### src/rtl/rd_cpl_timeout_mon_if.sv
// Signal bundle for rd_cpl_timeout_mon: snooped TRN receive stream, read registration,
// retry handshake, abort notification and the pending-tag mask.
interface rd_cpl_timeout_mon_if #(
  parameter int NUM_TAGS = 8,
  parameter int TAG_W    = 3
);
  logic [63:0]         trn_rd;
  logic                trn_rsof_n;
  logic                trn_rsrc_rdy_n;
  logic                trn_rdst_rdy_n;
  logic                req_valid;
  logic [TAG_W-1:0]    req_tag;
  logic [63:0]         req_addr;
  logic [9:0]          req_dwords;
  logic                retry_valid;
  logic                retry_ack;
  logic [63:0]         retry_addr;
  logic [TAG_W-1:0]    retry_tag;
  logic [9:0]          retry_dwords;
  logic                abort_valid;
  logic [TAG_W-1:0]    abort_tag;
  logic [NUM_TAGS-1:0] pending_mask;

  modport master (
    output trn_rd, trn_rsof_n, trn_rsrc_rdy_n, trn_rdst_rdy_n,
    output req_valid, req_tag, req_addr, req_dwords, retry_ack,
    input  retry_valid, retry_addr, retry_tag, retry_dwords,
    input  abort_valid, abort_tag, pending_mask
  );

  modport slave (
    input  trn_rd, trn_rsof_n, trn_rsrc_rdy_n, trn_rdst_rdy_n,
    input  req_valid, req_tag, req_addr, req_dwords, retry_ack,
    output retry_valid, retry_addr, retry_tag, retry_dwords,
    output abort_valid, abort_tag, pending_mask
  );
endinterface

### src/rtl/rd_cpl_timeout_mon.sv
// Read-completion timeout monitor: tracks outstanding tags, snoops completions, re-issues stalled reads.
// Optional macro CPL_RETRY_LIMIT_EN caps retries at MAX_RETRIES and aborts exhausted tags.
module rd_cpl_timeout_mon #(
  parameter int NUM_TAGS    = 8,
  parameter int TAG_W       = 3,
  parameter int TIMEOUT_CYC = 8192,
  parameter int MAX_RETRIES = 3
) (
  input  logic                trn_clk,
  input  logic                reset_n,
  rd_cpl_timeout_mon_if.slave bus
);
  localparam logic [1:0] S_IDLE     = 2'd0;
  localparam logic [1:0] S_CHECK    = 2'd1;
  localparam logic [1:0] S_ISSUE    = 2'd2;
  localparam logic [1:0] S_WAIT_ACK = 2'd3;

  logic                hdr_seen_reg;
  logic [10:0]         cpl_len_reg;
  logic                beat, hdr_hit, cpl_fire;
  logic [TAG_W-1:0]    cpl_tag;

  logic                pending_reg [NUM_TAGS];
  logic [15:0]         cnt_reg     [NUM_TAGS];
  logic [63:0]         addr_reg    [NUM_TAGS];
  logic [10:0]         rem_reg     [NUM_TAGS];
  logic [NUM_TAGS-1:0] reg_hit, upd_hit, upd_done, issue_hit, kill_hit;

  logic [1:0]          state_reg;
  logic [TAG_W-1:0]    idx_reg, idx_inc;
  logic                retry_valid_reg;
  logic [63:0]         retry_addr_reg;
  logic [TAG_W-1:0]    retry_tag_reg;
  logic [9:0]          retry_dw_reg;
  logic                cur_pending, timed_out, abort_go;
  logic [15:0]         cur_cnt;

  // A completion is a two-beat pattern: matching header on SOF, tag on the following accepted beat.
  assign beat     = !bus.trn_rsrc_rdy_n && !bus.trn_rdst_rdy_n;
  assign hdr_hit  = beat && !bus.trn_rsof_n && (bus.trn_rd[62:56] == 7'b1001010)
                    && (bus.trn_rd[15:13] == 3'b000);
  assign cpl_fire = beat && hdr_seen_reg;
  assign cpl_tag  = bus.trn_rd[40 +: TAG_W];

  always_ff @(posedge trn_clk or negedge reset_n) begin
    if (!reset_n) begin
      hdr_seen_reg <= 1'b0;
      cpl_len_reg  <= '0;
    end else if (beat) begin
      hdr_seen_reg <= hdr_hit && !hdr_seen_reg;
      if (hdr_hit && !hdr_seen_reg)
        cpl_len_reg <= {bus.trn_rd[41:32] == 10'd0, bus.trn_rd[41:32]};
    end
  end

  for (genvar gi = 0; gi < NUM_TAGS; gi++) begin : g_tag
    assign reg_hit[gi]   = bus.req_valid && (bus.req_tag == TAG_W'(gi));
    assign upd_hit[gi]   = cpl_fire && (cpl_tag == TAG_W'(gi)) && pending_reg[gi] && !reg_hit[gi];
    assign upd_done[gi]  = cpl_len_reg >= rem_reg[gi];
    assign issue_hit[gi] = (state_reg == S_ISSUE) && (idx_reg == TAG_W'(gi)) && pending_reg[gi];
    assign kill_hit[gi]  = abort_go && (idx_reg == TAG_W'(gi));
    assign bus.pending_mask[gi] = pending_reg[gi];

    // Registration outranks everything; counter is zero whenever the tag is idle.
    always_ff @(posedge trn_clk or negedge reset_n) begin
      if (!reset_n) begin
        pending_reg[gi] <= 1'b0;
        cnt_reg[gi]     <= '0;
      end else if (reg_hit[gi]) begin
        pending_reg[gi] <= 1'b1;
        cnt_reg[gi]     <= '0;
      end else if (upd_hit[gi]) begin
        pending_reg[gi] <= !upd_done[gi];
        cnt_reg[gi]     <= '0;
      end else if (kill_hit[gi]) begin
        pending_reg[gi] <= 1'b0;
        cnt_reg[gi]     <= '0;
      end else if (issue_hit[gi]) begin
        cnt_reg[gi]     <= '0;
      end else if (pending_reg[gi] && (cnt_reg[gi] != 16'hFFFF)) begin
        cnt_reg[gi]     <= cnt_reg[gi] + 16'd1;
      end
    end

    always_ff @(posedge trn_clk) begin
      if (reg_hit[gi]) begin
        addr_reg[gi] <= bus.req_addr;
        rem_reg[gi]  <= {bus.req_dwords == 10'd0, bus.req_dwords};
      end else if (upd_hit[gi]) begin
        addr_reg[gi] <= addr_reg[gi] + {51'd0, cpl_len_reg, 2'b00};
        rem_reg[gi]  <= upd_done[gi] ? 11'd0 : rem_reg[gi] - cpl_len_reg;
      end
    end
  end

  assign cur_pending = pending_reg[idx_reg];
  assign cur_cnt     = cnt_reg[idx_reg];
  assign timed_out   = cur_pending && ({16'd0, cur_cnt} >= 32'(TIMEOUT_CYC));
  assign idx_inc     = idx_reg + TAG_W'(1);

`ifdef CPL_RETRY_LIMIT_EN
  localparam int RW = $clog2(MAX_RETRIES + 2);
  logic [RW-1:0]    retries_reg [NUM_TAGS];
  logic             abort_valid_reg;
  logic [TAG_W-1:0] abort_tag_reg;
  logic             unused_trn;

  for (genvar gi = 0; gi < NUM_TAGS; gi++) begin : g_retry
    always_ff @(posedge trn_clk or negedge reset_n) begin
      if (!reset_n)                        retries_reg[gi] <= '0;
      else if (reg_hit[gi] || kill_hit[gi]) retries_reg[gi] <= '0;
      else if (issue_hit[gi])               retries_reg[gi] <= retries_reg[gi] + RW'(1);
    end
  end

  assign abort_go = (state_reg == S_CHECK) && timed_out
                    && (retries_reg[idx_reg] == RW'(MAX_RETRIES))
                    && !(bus.req_valid && (bus.req_tag == idx_reg));

  always_ff @(posedge trn_clk or negedge reset_n) begin
    if (!reset_n) begin
      abort_valid_reg <= 1'b0;
      abort_tag_reg   <= '0;
    end else begin
      abort_valid_reg <= abort_go;
      if (abort_go) abort_tag_reg <= idx_reg;
    end
  end

  assign bus.abort_valid = abort_valid_reg;
  assign bus.abort_tag   = abort_tag_reg;
  assign unused_trn      = ^bus.trn_rd;
`else
  logic unused_trn;
  assign abort_go        = 1'b0;
  assign bus.abort_valid = 1'b0;
  assign bus.abort_tag   = '0;
  assign unused_trn      = ^{bus.trn_rd, 32'(MAX_RETRIES)};
`endif

  // Scanner: one tag per IDLE cycle; a retry stays posted until acked, even if the tag completes.
  always_ff @(posedge trn_clk or negedge reset_n) begin
    if (!reset_n) begin
      state_reg       <= S_IDLE;
      idx_reg         <= '0;
      retry_valid_reg <= 1'b0;
      retry_addr_reg  <= '0;
      retry_tag_reg   <= '0;
      retry_dw_reg    <= '0;
    end else begin
      case (state_reg)
        S_IDLE: begin
          if (cur_pending) state_reg <= S_CHECK;
          else             idx_reg   <= idx_inc;
        end
        S_CHECK: begin
          if (abort_go) begin
            state_reg <= S_IDLE;
            idx_reg   <= idx_inc;
          end else if (timed_out) begin
            state_reg <= S_ISSUE;
          end else begin
            state_reg <= S_IDLE;
            idx_reg   <= idx_inc;
          end
        end
        S_ISSUE: begin
          if (cur_pending) begin
            retry_valid_reg <= 1'b1;
            retry_addr_reg  <= addr_reg[idx_reg];
            retry_tag_reg   <= idx_reg;
            retry_dw_reg    <= rem_reg[idx_reg][9:0];
            state_reg       <= S_WAIT_ACK;
          end else begin
            state_reg <= S_IDLE;
            idx_reg   <= idx_inc;
          end
        end
        S_WAIT_ACK: begin
          if (bus.retry_ack) begin
            retry_valid_reg <= 1'b0;
            state_reg       <= S_IDLE;
            idx_reg         <= idx_inc;
          end
        end
        default: state_reg <= S_IDLE;
      endcase
    end
  end

  assign bus.retry_valid  = retry_valid_reg;
  assign bus.retry_addr   = retry_addr_reg;
  assign bus.retry_tag    = retry_tag_reg;
  assign bus.retry_dwords = retry_dw_reg;
endmodule

### src/flat_wrapper.sv
// flat-port wrapper written by rule: the top's interface ports become plain ports
module rd_cpl_timeout_mon_flat 
#(
  parameter int NUM_TAGS    = 8,
  parameter int TAG_W       = 3,
  parameter int TIMEOUT_CYC = 8192,
  parameter int MAX_RETRIES = 3
)
  (trn_clk, reset_n, bus_trn_rd, bus_trn_rsof_n, bus_trn_rsrc_rdy_n, bus_trn_rdst_rdy_n, bus_req_valid, bus_req_tag, bus_req_addr, bus_req_dwords, bus_retry_ack, bus_retry_valid, bus_retry_addr, bus_retry_tag, bus_retry_dwords, bus_abort_valid, bus_abort_tag, bus_pending_mask);
  rd_cpl_timeout_mon_if #(.NUM_TAGS(NUM_TAGS), .TAG_W(TAG_W)) bus_i ();
  input  logic trn_clk;
  input  logic reset_n;
  input wire logic [$bits(bus_i.trn_rd)-1:0] bus_trn_rd;
  input wire logic [$bits(bus_i.trn_rsof_n)-1:0] bus_trn_rsof_n;
  input wire logic [$bits(bus_i.trn_rsrc_rdy_n)-1:0] bus_trn_rsrc_rdy_n;
  input wire logic [$bits(bus_i.trn_rdst_rdy_n)-1:0] bus_trn_rdst_rdy_n;
  input wire logic [$bits(bus_i.req_valid)-1:0] bus_req_valid;
  input wire logic [$bits(bus_i.req_tag)-1:0] bus_req_tag;
  input wire logic [$bits(bus_i.req_addr)-1:0] bus_req_addr;
  input wire logic [$bits(bus_i.req_dwords)-1:0] bus_req_dwords;
  input wire logic [$bits(bus_i.retry_ack)-1:0] bus_retry_ack;
  output wire logic [$bits(bus_i.retry_valid)-1:0] bus_retry_valid;
  output wire logic [$bits(bus_i.retry_addr)-1:0] bus_retry_addr;
  output wire logic [$bits(bus_i.retry_tag)-1:0] bus_retry_tag;
  output wire logic [$bits(bus_i.retry_dwords)-1:0] bus_retry_dwords;
  output wire logic [$bits(bus_i.abort_valid)-1:0] bus_abort_valid;
  output wire logic [$bits(bus_i.abort_tag)-1:0] bus_abort_tag;
  output wire logic [$bits(bus_i.pending_mask)-1:0] bus_pending_mask;
  assign bus_i.trn_rd = bus_trn_rd;
  assign bus_i.trn_rsof_n = bus_trn_rsof_n;
  assign bus_i.trn_rsrc_rdy_n = bus_trn_rsrc_rdy_n;
  assign bus_i.trn_rdst_rdy_n = bus_trn_rdst_rdy_n;
  assign bus_i.req_valid = bus_req_valid;
  assign bus_i.req_tag = bus_req_tag;
  assign bus_i.req_addr = bus_req_addr;
  assign bus_i.req_dwords = bus_req_dwords;
  assign bus_i.retry_ack = bus_retry_ack;
  assign bus_retry_valid = bus_i.retry_valid;
  assign bus_retry_addr = bus_i.retry_addr;
  assign bus_retry_tag = bus_i.retry_tag;
  assign bus_retry_dwords = bus_i.retry_dwords;
  assign bus_abort_valid = bus_i.abort_valid;
  assign bus_abort_tag = bus_i.abort_tag;
  assign bus_pending_mask = bus_i.pending_mask;
  rd_cpl_timeout_mon #(.NUM_TAGS(NUM_TAGS), .TAG_W(TAG_W), .TIMEOUT_CYC(TIMEOUT_CYC), .MAX_RETRIES(MAX_RETRIES)) u_core (.trn_clk(trn_clk), .reset_n(reset_n), .bus(bus_i));
endmodule
### config.mk
export PLATFORM = sky130hd
export DESIGN_NAME = rd_cpl_timeout_mon_flat
export DESIGN_NICKNAME = d
export VERILOG_FILES = /design/src/rtl/rd_cpl_timeout_mon_if.sv /design/src/rtl/rd_cpl_timeout_mon.sv /design/src/flat_wrapper.sv
export SDC_FILE = /design/constraint.sdc
export NUM_CORES = 2
export LEC_CHECK = 0
export BUFFER_PORTS_ARGS = -buffer_cell sky130_fd_sc_hd__clkbuf_2
export CAP_MARGIN = 20
export CORE_UTILIZATION = 55
export DETAILED_ROUTE_END_ITERATION = 10
export PLACE_DENSITY = 0.85
export SYNTH_ARGS = -nofsm -noshare
export SYNTH_HDL_FRONTEND = slang
export SYNTH_SLANG_ARGS = --single-unit
### constraint.sdc
create_clock -name trn_clk -period 4.21 [get_ports trn_clk]
set_input_delay 0.2105 -clock trn_clk [delete_from_list [all_inputs] [get_ports trn_clk]]
set_output_delay 0.2105 -clock trn_clk [all_outputs]
set_load 0.02 [all_outputs]
# Yosys cells after proc, flatten, opt, wreduce, memory -nomap -nowiden

Memories as Yosys holds them, arrays and structs flattened. A register that Yosys moved wholly into a read port is not among the register bits.
Index checks and enable logic that the tools add are counted.

Register bits after elaboration: 157
Memories: 2
Memory bits (writable): 600
Bits of input ports: 148
Word-level logic and storage cells: 359

Reductions and logical operators: 115
Magnitude comparators: 10
Bitwise logic cells: 17
Add/sub/neg operators: 25
Muxes and demuxes: 130
Equal/unequal tests: 38

Memories:

| memory          | words | bits a word | rd ports | clocked after memory_dff | write ports | RTL line                 | text |
|---|---|---|---|---|---|---|---|
| u_core.addr_reg | 8     | 64          | 9        | 1                        | 8           | rd_cpl_timeout_mon.sv:25 | `logic [63:0] addr_reg [NUM_TAGS];` |
| u_core.rem_reg  | 8     | 11          | 9        | 1                        | 8           | rd_cpl_timeout_mon.sv:26 | `logic [10:0] rem_reg [NUM_TAGS];` |

Operators by type and width:

| operator                | number |
|---|---|
| $mux W16                | 34 |
| $add A64 B13 Y64        | 8 |
| $mux W64                | 8 |
| $mux W11                | 16 |
| $add A16 B1 Y16 const B | 8 |
| $ne A16 B16 Y1 const B  | 8 |
| $ge A11 B11 Y1          | 8 |
| $sub A11 B11 Y11        | 8 |
| $logic_and A1 B1 Y1     | 63 |
| $mux W1                 | 60 |
| $bmux W16 S3            | 1 |
| $eq A3 B3 Y1 const B    | 12 |
| $reduce_bool A4 Y1      | 8 |
| $logic_not A1 Y1        | 22 |
| $logic_not A10 Y1       | 2 |
| $eq A3 B2 Y1 const B    | 6 |
| $reduce_bool A2 Y1      | 9 |
| $ge A16 B14 Y1 const B  | 1 |
| $or A1 B1 Y1            | 16 |
| $logic_not A3 Y1        | 4 |
| $eq A3 B1 Y1 const B    | 3 |
| $mux W3                 | 3 |
| $pmux W3 S3             | 1 |
| $mux W2                 | 4 |
| other kinds (15)        | 22 |

# Depth between registers and ports, before layout

Word-level depth: 10
Gate-level depth with buffers: 11
Mapped depth without buffers: 11

# Worst setup path after synthesis

Ideal clock, no wire load.

Path kind: in2reg
Start point: input bus_req_tag[2]
End point: memory u_core.addr_reg[2][10] (enable)
Slack: -1.893 ns
Stages: 2
Setup time: 0.605 ns
Arrival: 5.498 ns
Path through: nand2b_1 o21ai_0

RTL lines:

| item            | RTL line                 | text |
|---|---|---|
| start, declared | flat_wrapper.sv:18       | `input wire logic [$bits(bus_i.req_tag)-1:0] bus_req_tag;` |
| end, declared   | rd_cpl_timeout_mon.sv:25 |  |

==> results.toml <==
[status]
status = "complete, no violations"

[logic_synthesis]
synth-edff-count = 600
synth_seq_area_share = 0.422
syn_area_per_cell_um2 = 9.49
netlist_instances = 5941
synthArstFlopShare = 0.278
netlist_area_um2 = 56400
ys_types = 90
synth_ff_type = "edfxtp_1"
synthTopCellsByArea = "edfxtp_1 32%, dfrtp_1 10%, nand2_1 6.4%, mux4_2 6.0%, o21ai_0 4.4%"
synth_top_area_cell = "edfxtp_1"
yosysTopAreaCellShare = 0.320
yosys_warnings = 0
ys_seq_elements = 831

[place]
routabilityCongestion = 1.01
io_buffers = 190
dpl_cell_area_um2 = 58900
post-place-cells = 7246
dp.final_hpwl_mm = 137

[routing]
ant_nets = 0
drc_errors = 0
vias = 51800
firstDrtPassIters = 7
drt-initial-drc-count = 8367
routedWlPerCell_um = 26.5
via_per_inst = 6.96
finalWirelength_mm = 197

[power_and_ir_drop]
finalPower_mw = 26.5
p_seq_frac = 0.413
clkPwrFrac = 0.309
power.switching_mw = 9.34
netSwitchingFraction = 0.353
p_per_area_nw_per_um2 = 426
power.internal_mw = 17.1
p_leak_nw = 23.4
combPwrFrac = 0.278
peakVddDrop_mv = 0.521

[clock_tree]
ctsResizeCount = 0
clock-sinks = 831
tritoncts = "built"
clk_latency_ns = 0.70
cts_made_buffers = 91
cts_root_buffer = "clkbuf_16"
clock_path_buffers = 3
post_cts_buffers = 0
clkSlewWorstSetupHoldPaths_ns = 0.06
hold_buffers = 22
h-tree-depth = 3

[setup_path]
r2r-start = "u_core.cpl_len_reg[5]"
end_kind = "flip-flop"
r2r_end = "u_core.addr_reg[5][37]"
cp_max_fo = 7
start_kind = "flip-flop"
ff2ff_setup_slack_ns = 0.36
crit_type = "flip-flop to flip-flop"
critPathArrivalTime_ns = 4.37
worstPathRequired_ns = 4.73
r2r.worst_path.cells = 9

[die]
pin_count = 238
core.rowCount = 117
die_w_um = 322
coreArea_um2 = 102000
dieHeight_um = 322
start_util = 0.554
dieArea_um2 = 104000

[grt]
grt_overflow = 0
grt_pass1_vias = 48900
track_usage = 0.375
gr-usage-met3 = 0.118
busiest_layer = "met2"
grt_max_degree = 125
met2_usage = 0.545
grt_pass1_wl_mm = 295
antenna_found_initial = 10
met1_usage = 0.469

[cells_and_area]
area_delta_synth_final_pct = 10.3
final_cell_mix = "950 x nand2_1, 600 x edfxtp_1, 492 x o21ai_0"
layoutNonFillerInstCount = 7446
largest_reg_flops = 512
layout.nets = 6348
fin_area_um2 = 62100
layout_commonest_cell = "nand2_1"
drive_gt1_frac = 0.117
fillCellCount = 8041

[worst_hold_path]
hp-start = "bus_req_addr[13]"
whs_path_depth = 3
min_to = "u_core.addr_reg[1][13]"
hold_class = "input port to flip-flop"

[timing]
setup-tns-final_ns = 0
final_max_slew_viol_count = 0
fin_skew_ns = 0.0324
fin_crit_sh = 0.915
period_needed_ns = 3.85
tightestPinTransition_ns = 1.18
relSlewSlack = 0.205
fmax_mhz = 260
finalHoldViolations = 0
rsz0062_at_grt = "false"
setup-violations-final = 0

[flow_run]
timing.max_cap.violations = 0
-- routing by layer --
layer,share of wire,vias to the layer above
met5,0.0012,-
met4,0.088,12
met3,0.15,921
met2,0.42,4215
met1,0.34,24600
li1,-,22100
-- critical path, stage by stage, from the launching register on --
cell and delay, ns:
dfrtp_1 0.43, buf_4 0.21, ha_1 0.35, o21a_1 0.17, o21a_1 0.18, nand3_1 0.18, o21ai_1 0.95, o211ai_1 0.46
or4_1 0.53, a31oi_1 0.21
-- cell type report --
cell class	instances	area, um^2	area share
Multi-Input combinational cell	4602	30800	0.496
Sequential cell	831	23800	0.383
Clock buffer	131	2590	0.0417
Timing Repair Buffer	343	2320	0.0374
Tap cell	1368	1710	0.0275
Inverter	125	469	0.00755
Clock inverter	40	377	0.00606
Antenna cell	6	15.0	0.000242
-- how the worst max path moves through the flow --
stage	start	endpoint	slack (ns)	cells after the start
6_report	u_core.cpl_len_reg[5]	u_core.addr_reg[5][37]	0.36	9
5_1_grt	u_core.cpl_len_reg[0]	u_core.addr_reg[6][62]	0.27	9
4_1_cts	u_core.cpl_len_reg[0]	u_core.addr_reg[6][62]	0.45	9
3_5_place_dp	u_core.cpl_len_reg[0]	u_core.addr_reg[6][62]	0.46	9
3_3_place_gp	u_core.cpl_len_reg[0]	u_core.addr_reg[6][56]	0.59	9
2_1_floorplan	bus_req_tag[0]	u_core.addr_reg[2][10]	0.08	2
-- logic make-up after synthesis --
family	after synthesis	share of synthesized area
and+or+nand+nor	2482	0.214
DFF	831	0.422
other	1	0.0000665
buffers and inverters	511	0.0348
muxes	200	0.0694
adders and majority gates	206	0.0479
AOI/OAI and AO/OA	1171	0.128
xor gates and xnor gates	539	0.0838
-- cells in the mapped netlist, drive strengths merged (116+ instances only) --
cell type and count:
nand2 957, edfxtp 600, o21ai 505, nor2 381
nand3 282, xnor2 279, clkbuf 272, xor2 260
dfrtp 231, ha 190, nand4 181, mux4 150
a21oi 134, a31oi 130, inv 125, and3 116
-- through the flow --
| step | utilization | hold WS [ns] | setup slack (ns) |
|---|---|---|---|
| after detailed placement | 0.579 | 0.353 | 0.462 |
| after floorplan | - | -0.0851 | 0.0789 |
| after global routing | 0.611 | 0.0254 | 0.268 |
| final | 0.611 | 0.0198 | 0.359 |
| after CTS | 0.611 | 0.0000934 | 0.453 |
| after global placement | 0.579 | 0.334 | 0.589 |
-- power by group through the flow --
stage,clock network (mW),registers (mW),logic [mW]
floorplan,0,10.8,4.57
global placement,0,10.9,6.91
detailed placement,0,11.0,7.09
CTS,8.16,10.8,7.16
global route,8.44,11.0,7.80
finish,8.18,11.0,7.36
(Power assumes the default switching activity.)
